--- src/rtl/alu_pkg.sv ---
// Shared constants and types for the ALU request arbiter.
// Function codes, default widths/latencies and FSM encoding.
package alu_pkg;

    localparam int REG_DATA_WIDTH_DEF    = 16;
    localparam int ALU_CONTROL_WIDTH_DEF = 4;
    localparam int MUL_CYCLES_DEF        = 2;
    localparam int DIV_CYCLES_DEF        = 4;

    localparam logic [3:0] OP_NOP = 4'b0000;
    localparam logic [3:0] OP_MUL = 4'b0001;
    localparam logic [3:0] OP_DIV = 4'b0010;
    localparam logic [3:0] OP_ADD = 4'b0011;
    localparam logic [3:0] OP_SUB = 4'b0100;
    localparam logic [3:0] OP_AND = 4'b0101;
    localparam logic [3:0] OP_OR  = 4'b0110;
    localparam logic [3:0] OP_XOR = 4'b0111;

    typedef enum logic [1:0] {
        ST_IDLE = 2'd0,
        ST_EXEC = 2'd1,
        ST_DONE = 2'd2
    } state_t;

endpackage

--- src/rtl/alu_arbiter_rr_arbiter.sv ---
// Two-way round-robin selector; the pointer flips once per
// completed operation and names the winner when both request.
import alu_pkg::*;

module rr_arbiter (
    input  logic clk,
    input  logic rst,
    input  logic i_req0,
    input  logic i_req1,
    input  logic i_upd,
    output logic o_valid,
    output logic o_sel
);

    logic r_ptr;

    always_ff @(posedge clk) begin
        if (!rst) begin
            r_ptr <= 1'b0;
        end else if (i_upd) begin
            r_ptr <= ~r_ptr;
        end
    end

    assign o_valid = i_req0 | i_req1;
    assign o_sel   = (i_req0 && i_req1) ? r_ptr : i_req1;

endmodule

--- src/rtl/alu_arbiter.sv ---
// Shares one combinational ALU between two requesters with
// per-op latency, divide-by-zero bypass and registered outputs.
import alu_pkg::*;

module alu_arbiter #(
    parameter int REG_DATA_WIDTH    = REG_DATA_WIDTH_DEF,
    parameter int ALU_CONTROL_WIDTH = ALU_CONTROL_WIDTH_DEF,
    parameter int MUL_CYCLES        = MUL_CYCLES_DEF,
    parameter int DIV_CYCLES        = DIV_CYCLES_DEF
) (
    input  logic                         clk,
    input  logic                         rst,
    input  logic                         req0,
    input  logic                         req1,
    input  logic [ALU_CONTROL_WIDTH-1:0] op0,
    input  logic [ALU_CONTROL_WIDTH-1:0] op1,
    input  logic [REG_DATA_WIDTH-1:0]    a0,
    input  logic [REG_DATA_WIDTH-1:0]    b0,
    input  logic [REG_DATA_WIDTH-1:0]    a1,
    input  logic [REG_DATA_WIDTH-1:0]    b1,
    output logic                         gnt0,
    output logic                         gnt1,
    output logic                         done0,
    output logic                         done1,
    output logic [REG_DATA_WIDTH-1:0]    r_out,
    output logic [REG_DATA_WIDTH-1:0]    s_out,
    output logic                         exc_out,
    output logic [REG_DATA_WIDTH-1:0]    alu_a,
    output logic [REG_DATA_WIDTH-1:0]    alu_b,
    output logic [ALU_CONTROL_WIDTH-1:0] alu_control,
    input  logic [REG_DATA_WIDTH-1:0]    alu_r,
    input  logic [REG_DATA_WIDTH-1:0]    alu_s,
    input  logic                         alu_exc
);

    localparam logic [ALU_CONTROL_WIDTH-1:0] C_MUL = ALU_CONTROL_WIDTH'(OP_MUL);
    localparam logic [ALU_CONTROL_WIDTH-1:0] C_DIV = ALU_CONTROL_WIDTH'(OP_DIV);

    state_t                         r_state;
    logic [3:0]                     r_cnt;
    logic                           r_sel;

    logic                           w_valid;
    logic                           w_sel;
    logic                           w_dz;
    logic                           w_upd;
    logic [3:0]                     w_lat;
    logic [ALU_CONTROL_WIDTH-1:0]   w_op;
    logic [REG_DATA_WIDTH-1:0]      w_a;
    logic [REG_DATA_WIDTH-1:0]      w_b;

    assign w_upd = (r_state == ST_DONE);

    rr_arbiter u_rr (
        .clk     (clk),
        .rst     (rst),
        .i_req0  (req0),
        .i_req1  (req1),
        .i_upd   (w_upd),
        .o_valid (w_valid),
        .o_sel   (w_sel)
    );

    assign w_op = w_sel ? op1 : op0;
    assign w_a  = w_sel ? a1  : a0;
    assign w_b  = w_sel ? b1  : b0;
    assign w_dz = (w_op == C_DIV) && (w_b == '0);

    always_comb begin
        w_lat = 4'd1;
        if (w_op == C_MUL) begin
            w_lat = 4'(MUL_CYCLES);
        end else if (w_op == C_DIV) begin
            w_lat = 4'(DIV_CYCLES);
        end
    end

    always_ff @(posedge clk) begin
        if (!rst) begin
            r_state     <= ST_IDLE;
            r_cnt       <= 4'd0;
            r_sel       <= 1'b0;
            gnt0        <= 1'b0;
            gnt1        <= 1'b0;
            done0       <= 1'b0;
            done1       <= 1'b0;
            r_out       <= '0;
            s_out       <= '0;
            exc_out     <= 1'b0;
            alu_a       <= '0;
            alu_b       <= '0;
            alu_control <= '0;
        end else begin
            gnt0  <= 1'b0;
            gnt1  <= 1'b0;
            done0 <= 1'b0;
            done1 <= 1'b0;
            unique case (r_state)
                ST_IDLE: begin
                    if (w_valid) begin
                        r_sel <= w_sel;
                        gnt0  <= ~w_sel;
                        gnt1  <= w_sel;
                        // Divide by zero never reaches the ALU.
                        if (w_dz) begin
                            r_state <= ST_DONE;
                            r_out   <= '0;
                            s_out   <= '0;
                            exc_out <= 1'b1;
                            done0   <= ~w_sel;
                            done1   <= w_sel;
                        end else begin
                            r_state     <= ST_EXEC;
                            r_cnt       <= w_lat;
                            alu_control <= w_op;
                            alu_a       <= w_a;
                            alu_b       <= w_b;
                        end
                    end
                end
                ST_EXEC: begin
                    if (r_cnt == 4'd1) begin
                        r_state     <= ST_DONE;
                        r_out       <= alu_r;
                        s_out       <= alu_s;
                        exc_out     <= alu_exc;
                        alu_control <= '0;
                        done0       <= ~r_sel;
                        done1       <= r_sel;
                    end else begin
                        r_cnt <= r_cnt - 4'd1;
                    end
                end
                ST_DONE: begin
                    r_state <= ST_IDLE;
                end
                default: begin
                    r_state <= ST_IDLE;
                end
            endcase
        end
    end

endmodule
--- config.mk ---
export PLATFORM = sky130hd
export DESIGN_NAME = alu_arbiter
export DESIGN_NICKNAME = d
export VERILOG_FILES = /design/src/rtl/alu_pkg.sv /design/src/rtl/alu_arbiter_rr_arbiter.sv /design/src/rtl/alu_arbiter.sv
export SDC_FILE = /design/constraint.sdc
export NUM_CORES = 1
export LEC_CHECK = 0
export BUFFER_PORTS_ARGS = -buffer_cell sky130_fd_sc_hd__buf_2
export CORE_ASPECT_RATIO = 2
export CORE_MARGIN = 10
export CORE_UTILIZATION = 40
export DETAILED_ROUTE_END_ITERATION = 10
export HOLD_SLACK_MARGIN = 0.02
export PLACE_DENSITY = 0.74
export SLEW_MARGIN = 20
export SYNTH_ARGS = -nofsm -noshare
export SYNTH_HDL_FRONTEND = slang
export SYNTH_SLANG_ARGS = --single-unit
--- constraint.sdc ---
create_clock -name clk -period 1.7 [get_ports clk]
set_input_delay 0.085 -clock clk [delete_from_list [all_inputs] [get_ports clk]]
set_output_delay 0.085 -clock clk [all_outputs]
set_load 0.02 [all_outputs]
==> results of run 1 <==
==> through the flow <==
step | util (%) | instances | worst slack, ns
after floorplan | - | 373 | -0.0655
after global placement | 55.5 | 652 | -0.0714
after detailed placement | 55.5 | 652 | -0.141
after CTS | 67.4 | 729 | -0.0630
after global routing | 69.3 | 735 | -0.0992
final | 69.3 | 735 | -0.0868
==> tightest hold or removal path: stages <==
cell and delay (ns):
buf_2 0.10, nand2_1 0.05, a311oi_1 0.08
==> path summary, 6_finish.rpt <==
| check | startpoint | end | slack, ns | cells after the start |
|---|---|---|---|---|
| worst max-delay path | r_cnt[1] | s_out[10] | -0.09 | 7 |
| worst min-delay path | b0[10] | alu_b[10] | 0.03 | 3 |
| worst max register to register | r_cnt[1] | s_out[10] | -0.09 | 7 |
| worst min register to register | alu_control[0] | alu_control[0] | 0.46 | 2 |
==> per-layer routing <==
metal / up-vias / share of wire, % / track usage [%]
li1: 1897 / - / -
met1: 1959 / 35 / 21.7
met2: 199 / 56 / 40.0
met3: 47 / 5.5 / 5.23
met4: 0 / 4.1 / 13.2
met5: - / 0 / 0
==> flip-flops by register name, summed over array words and instances, names as in the netlist <==
signal       count
u_rr.r_ptr       1
s_out           16
gnt0             1
r_cnt            4
alu_b           16
alu_control      4
r_out           16
gnt1             1
exc_out          1
r_state          2
done0            1
done1            1
r_sel            1
alu_a           16
==> power by group <==
part | internal (uW) | switching (uW) | leakage, uW
clock | 1170 | 835 | 0.000146
sequential | 2120 | 128 | 0.000666
combinational | 817 | 1040 | 0.00186
==> cells in the final DEF (no fill, tap or decap), drive strengths merged, types with 8 or more instances in the layout <==
| master | synthesis | routed |
|---|---|---|
| a311oi | 33 | 33 |
| nand2 | 74 | 74 |
| dlygate4sd3 | 0 | 55 |
| buf | 9 | 215 |
| nor2 | 45 | 45 |
| inv | 5 | 9 |
| a22o | 32 | 32 |
| nor4 | 8 | 8 |
| dfxtp | 81 | 81 |
| clkbuf | 18 | 11 |
| nor3 | 10 | 10 |
==> layout make-up <==
type	count	area, um2
Clock buffer	9	225
Clock inverter	7	85.1
Fill cell	613	2530
Inverter	5	18.8
Multi-Input combinational cell	263	1780
Sequential cell	81	1630
Tap cell	98	123
Timing Repair Buffer	272	1840
==> timing repair <==
| item | CTS | global route |
|---|---|---|
| buffers inserted | 3 | 3 |
| setup endpoints to repair | 65 | 74 |
| endpoints found under the hold margin | 47 | 0 |
| hold buffers | 55 | 0 |
| pin swaps | 4 | 30 |
| cloned | 3 | 4 |
| gates resized for setup | 9 | 18 |
==> cells by family after synthesis <==
family | share of synthesized area, %
mux | 2.19
buf+inv | 4.45
xor+xnor | 0.779
flops | 48.1
fa+ha+maj | 0.741
compound gates | 23.1
simple gates | 20.7
==> results.py, run 1 <==
metrics = {
    "pwr": {
        "power_density_nw_per_um2": 1070,
        "leakagePower_uw": 0.00268,
        "ir_drop_uv": 532,
        "total_power_uw": 6110,
    },
    "detailed_routing": {
        "vias_per_instance": 5.58,
        "drtIter0Drc": 237,
        "wl_per_cell_um": 21.1,
        "drt_wl_total_mm": 15.5,
        "drt_first_pass_iters": 4,
        "ant_nets": 0,
        "remaining_drc_errors": 0,
        "num_vias": 4102,
    },
    "yosys": {
        "post-synth-top-area-cell": "dfxtp_1",
        "synth_ff_type": "dfxtp_1",
        "synth.yosys.warnings": 0,
        "synth_async_sr_flop_share_pct": 0,
        "synthTopCellsByArea": "dfxtp_1 48%, a311oi_1 8.6%, a22o_1 8.3%",
        "synth_area_um2": 3370,
        "synth_nets": 484,
        "syn_area_per_cell_um2": 9.05,
        "synth_edf_count": 0,
        "synthTopCellsByCount": "81 x dfxtp_1, 74 x nand2_1, 45 x nor2_1, 33 x a311oi_1, 32 x a22o_1",
        "ys_seq_area_share_pct": 48.1,
        "yosysUniqueCellTypes": 48,
        "fraction_of_synthesized_cell_area_taken_by_the_top_area_cell_type_pct": 48.1,
        "syn-instance-count": 373,
        "ys_ff_latch": 81,
        "yosysMostFrequentCell": "dfxtp_1",
    },
    "place": {
        "dp_hpwl_mm": 9.68,
        "finalWeightedCongestion": 0.901,
        "io_buffer_count": 181,
        "dpl-instance-area_um2": 4570,
    },
    "run": {
        "max_cap_viol_count": 0,
    },
    "global_route": {
        "wire_length_of_the_first_global_routing_pass_mm": 22.4,
        "grt_antenna_before_repair": 0,
        "grt_pass1_vias": 4189,
        "grt_max_degree": 36,
        "groute.usage.overall_pct": 22.0,
        "grt_remaining_overflow": 0,
    },
    "floorplanning": {
        "initial_core_util_pct": 41.0,
        "core_region_area_um2": 8230,
        "design.portCount": 182,
        "floorplan.die.width_um": 84.9,
        "core.rowCount": 47,
        "fp.dieArea_um2": 12700,
        "die_height_um": 150,
    },
    "critical_path": {
        "cp_data_arrival_time_ns": 2.00,
        "critical_path_sink_type": "flip-flop",
        "cp_top_family": "compound AO/OA/AOI/OAI gates",
        "setup.worst_path.start_class": "flip-flop",
        "worst-path-max-fanout": 8,
        "worstPathBufferInverterCount": 1,
        "crit_path_max_incr_delay_ns": 0.39,
        "required_ns": 1.91,
        "crit_type": "reg2reg",
        "path_cells": "inv_2 > ha_4 > or3b_4 > o22ai_4 > nor2_4 > a31o_4 > a22o_1",
        "slowest_stage": "or3b_4",
    },
    "sta": {
        "smallest_setup_slack_after_layout_ns": -0.0868,
        "number_of_setup_violations_in_the_final_report": 32,
        "final.setup.tns_ns": -1.77,
        "report.final.hold_viol_count": 0,
        "report.final.slew_viol_count": 0,
        "fin_worst_hold_slack_ns": 0.0291,
        "rsz0062_at_grt": "true",
        "finalCritPeriodShare_pct": 105,
        "finalWorstPathRequiredPeriod_ns": 1.79,
        "slew_worst_pin_ns": 0.356,
        "maxClockFrequency_mhz": 560,
        "clock_skew_ns": 0.00887,
        "slew_headroom_pct": 75.7,
    },
    "hold_path": {
        "timing.hold.worst.class": "in2reg",
    },
    "clock_tree": {
        "clock_tree.root_cell": "clkbuf_16",
        "htree_levels": 3,
        "cts_buffers": 9,
        "cts-root-to-sink-buffers": 2,
        "cts.sink_count": 81,
        "worst_setup_hold_path_clk_slew_ns": 0.07,
        "worst_skew_pair.late_latency_ns": 0.34,
        "tritoncts": "yes",
    },
    "cells_and_area": {
        "num_antenna_cells": 0,
        "stdcell_area_um2": 5700,
        "syn_to_final_growth_pct": 69.0,
        "layout-drive-gt1-share_pct": 42.5,
        "number_of_nets_at_the_end_of_the_flow": 743,
    },
    "outcome": {
        "result_of_the_run": "finished, violations left",
        "violations": "negative setup slack",
    },
}
No activity file was read; power rests on OpenSTA's default activity.
==> run 2: changes to the inputs <==
--- a/config.mk
+++ b/config.mk
@@ -5,7 +5,7 @@
 export SDC_FILE = /design/constraint.sdc
 export NUM_CORES = 1
 export LEC_CHECK = 0
-export BUFFER_PORTS_ARGS = -buffer_cell sky130_fd_sc_hd__buf_2
+export BUFFER_PORTS_ARGS = -buffer_cell sky130_fd_sc_hd__buf_4
 export CORE_ASPECT_RATIO = 2
 export CORE_MARGIN = 10
 export CORE_UTILIZATION = 40
==> run 2 against run 1 <==
  * The run still ends with negative setup slack left
  * Die area stayed put
  * Global-route usage is 1.7 points higher
  * Design area is 12% higher
  * Clock skew is 0.0028 ns higher
  * Sequential share of layout area is 3.2 points lower
  * Flip-flop and latch count stayed put
  * Critical path depth stayed put
  * First-iteration DRC count is 20% higher
  * Clock power hardly changed
  * Non-clock buffer count is 8 higher
  * Sequential power is 2% higher
  * Largest cell class unchanged
  * Largest power group unchanged
==> results.py, run 2 (synthesis gave the netlist of run 1 again) <==
metrics = {
    "cells_and_area": {
        "finish.cell_count_without_fillers": 743,
        "syn_to_final_growth_pct": 90.0,
        "number_of_nets_at_the_end_of_the_flow": 751,
        "layout.cells.most_common_list": "207 x buf_4, 78 x dfxtp_1, 74 x nand2_1, 59 x dlygate4sd3_1, 32 x a22o_1",
        "layout-drive-gt1-share_pct": 45.9,
        "num_antenna_cells": 0,
        "final_core_utilization_pct": 77.9,
        "filler_cell_count": 511,
        "final_common_cell": "buf_4",
    },
    "detailed_routing": {
        "drt_wl_total_mm": 17.0,
        "remaining_drc_errors": 0,
        "vias_per_instance": 5.73,
        "drtIter0Drc": 285,
        "drt_first_pass_iters": 6,
        "num_vias": 4255,
        "wl_per_cell_um": 22.9,
        "ant_nets": 0,
    },
    "place": {
        "finalWeightedCongestion": 0.890,
        "io_buffer_count": 181,
        "dpl.cell_count": 651,
        "dp_hpwl_mm": 10.1,
    },
    "hold_path": {
        "worstHoldStart": "b0[13]",
        "timing.hold.worst_endpoint": "alu_b[13]",
        "timing.hold.worst.class": "in2reg",
        "worst_hold_path.num_cells": 3,
    },
    "floorplanning": {
        "die_height_um": 150,
        "core.rowCount": 47,
        "design.portCount": 182,
        "initial_core_util_pct": 41.0,
        "floorplan.die.width_um": 84.9,
        "fp.dieArea_um2": 12700,
        "core_region_area_um2": 8230,
    },
    "critical_path": {
        "setup.worst_path.start_class": "flip-flop",
        "critical_path_sink_type": "flip-flop",
        "rr_endpoint": "r_out[15]",
        "timing.rr.start": "r_cnt[1]",
        "required_ns": 1.93,
        "crit_type": "reg2reg",
        "ff2ff_path_depth": 7,
        "worst-r2r-setup-slack_ns": -0.09,
        "cp_data_arrival_time_ns": 2.02,
        "worst-path-max-fanout": 8,
    },
    "clock_tree": {
        "cts_buffers": 9,
        "worst_setup_hold_path_clk_slew_ns": 0.07,
        "worst_skew_pair.late_latency_ns": 0.34,
        "cts-root-to-sink-buffers": 2,
        "tritoncts": "yes",
        "cts.sink_count": 81,
        "clock_tree.root_cell": "clkbuf_16",
        "htree_levels": 3,
    },
    "pwr": {
        "power_density_nw_per_um2": 1010,
        "ir_drop_uv": 613,
        "leakagePower_uw": 0.00286,
    },
    "sta": {
        "finalCritPeriodShare_pct": 105,
        "slew_worst_pin_ns": 0.551,
        "smallest_setup_slack_after_layout_ns": -0.0887,
        "number_of_setup_violations_in_the_final_report": 34,
        "report.final.hold_viol_count": 0,
        "fin_worst_hold_slack_ns": 0.0287,
        "maxClockFrequency_mhz": 559,
        "finalWorstPathRequiredPeriod_ns": 1.79,
        "rsz0062_at_grt": "true",
        "report.final.slew_viol_count": 0,
        "slew_headroom_pct": 63.3,
        "clock_skew_ns": 0.0117,
    },
    "global_route": {
        "groute.usage.overall_pct": 23.7,
        "grt_pass1_vias": 4428,
        "grt_max_degree": 43,
        "grt_remaining_overflow": 0,
        "grt_antenna_before_repair": 0,
        "wire_length_of_the_first_global_routing_pass_mm": 24.0,
    },
    "outcome": {
        "result_of_the_run": "finished, violations left",
        "violations": "negative setup slack",
    },
    "run": {
        "max_cap_viol_count": 0,
    },
}
==> run 2: through the flow <==
| stage | worst slack, ns | total power [uW] | TNS (ns) | area, um2 |
|---|---|---|---|---|
| final | -0.0887 | 6490 | -1.58 | 6410 |
| after floorplan | -0.0655 | 3150 | -1.97 | 3410 |
| after detailed placement | -0.124 | 3930 | -4.11 | 5020 |
| after global placement | -0.0671 | 3890 | -2.27 | 5020 |
| after global routing | -0.144 | 6720 | -4.48 | 6410 |
| after CTS | -0.0559 | 6230 | -0.747 | 6120 |
==> run 2: cell type report <==
| class | count | area, um2 | area share [%] |
|---|---|---|---|
| timing repair buffer | 280 | 2430 | 38.0 |
| clock inverter | 7 | 77.6 | 1.21 |
| multi-input combinational | 263 | 1910 | 29.7 |
| sequential | 81 | 1630 | 25.4 |
| clock buffer | 9 | 225 | 3.51 |
| tap | 98 | 123 | 1.91 |
| inverter | 5 | 18.8 | 0.293 |
==> run 2: worst max-delay path: stages, from the launching register on <==
cell and delay [ns]:
dfxtp_2 0.32, inv_2 0.07, ha_4 0.12, or3b_4 0.39, o22ai_4 0.20, nor2_4 0.08, a31o_4 0.26, a22o_1 0.23
==> run 2: metal layers <==
layer | wire length (um) | track usage [%] | up-vias
li1 | - | - | 1909
met1 | 5350 | 22.1 | 2030
met2 | 9470 | 44.6 | 242
met3 | 1090 | 5.28 | 74
met4 | 1130 | 14.6 | 0
met5 | 0 | 0 | -
==> run 2: worst max path at each step <==
stage	from	to	depth (start not counted)
after CTS	r_cnt[1]	r_out[6]	7
final	r_cnt[1]	r_out[15]	7
after global placement	r_cnt[1]	r_out[12]	7
after detailed placement	r_cnt[1]	r_out[1]	7
after global routing	r_state[0]	alu_a[7]	9
after floorplan	r_cnt[1]	r_out[0]	8
==> run 2: repair_timing <==
| item | in CTS | in global routing |
|---|---|---|
| gates resized for setup | 17 | 47 |
| hold endpoints to repair | 51 | 0 |
| pin swaps | 12 | 21 |
| setup buffers | 3 | 6 |
| endpoints found under the setup margin | 53 | 72 |
| hold buffers | 59 | 0 |
| cloned | 7 | 1 |
==> run 2: where the power goes <==
group          switching, uW  internal [uW]  leakage, uW
Sequential               161           2120     0.000666
Combinational           1140           1090      0.00204
Clock                    834           1150     0.000152
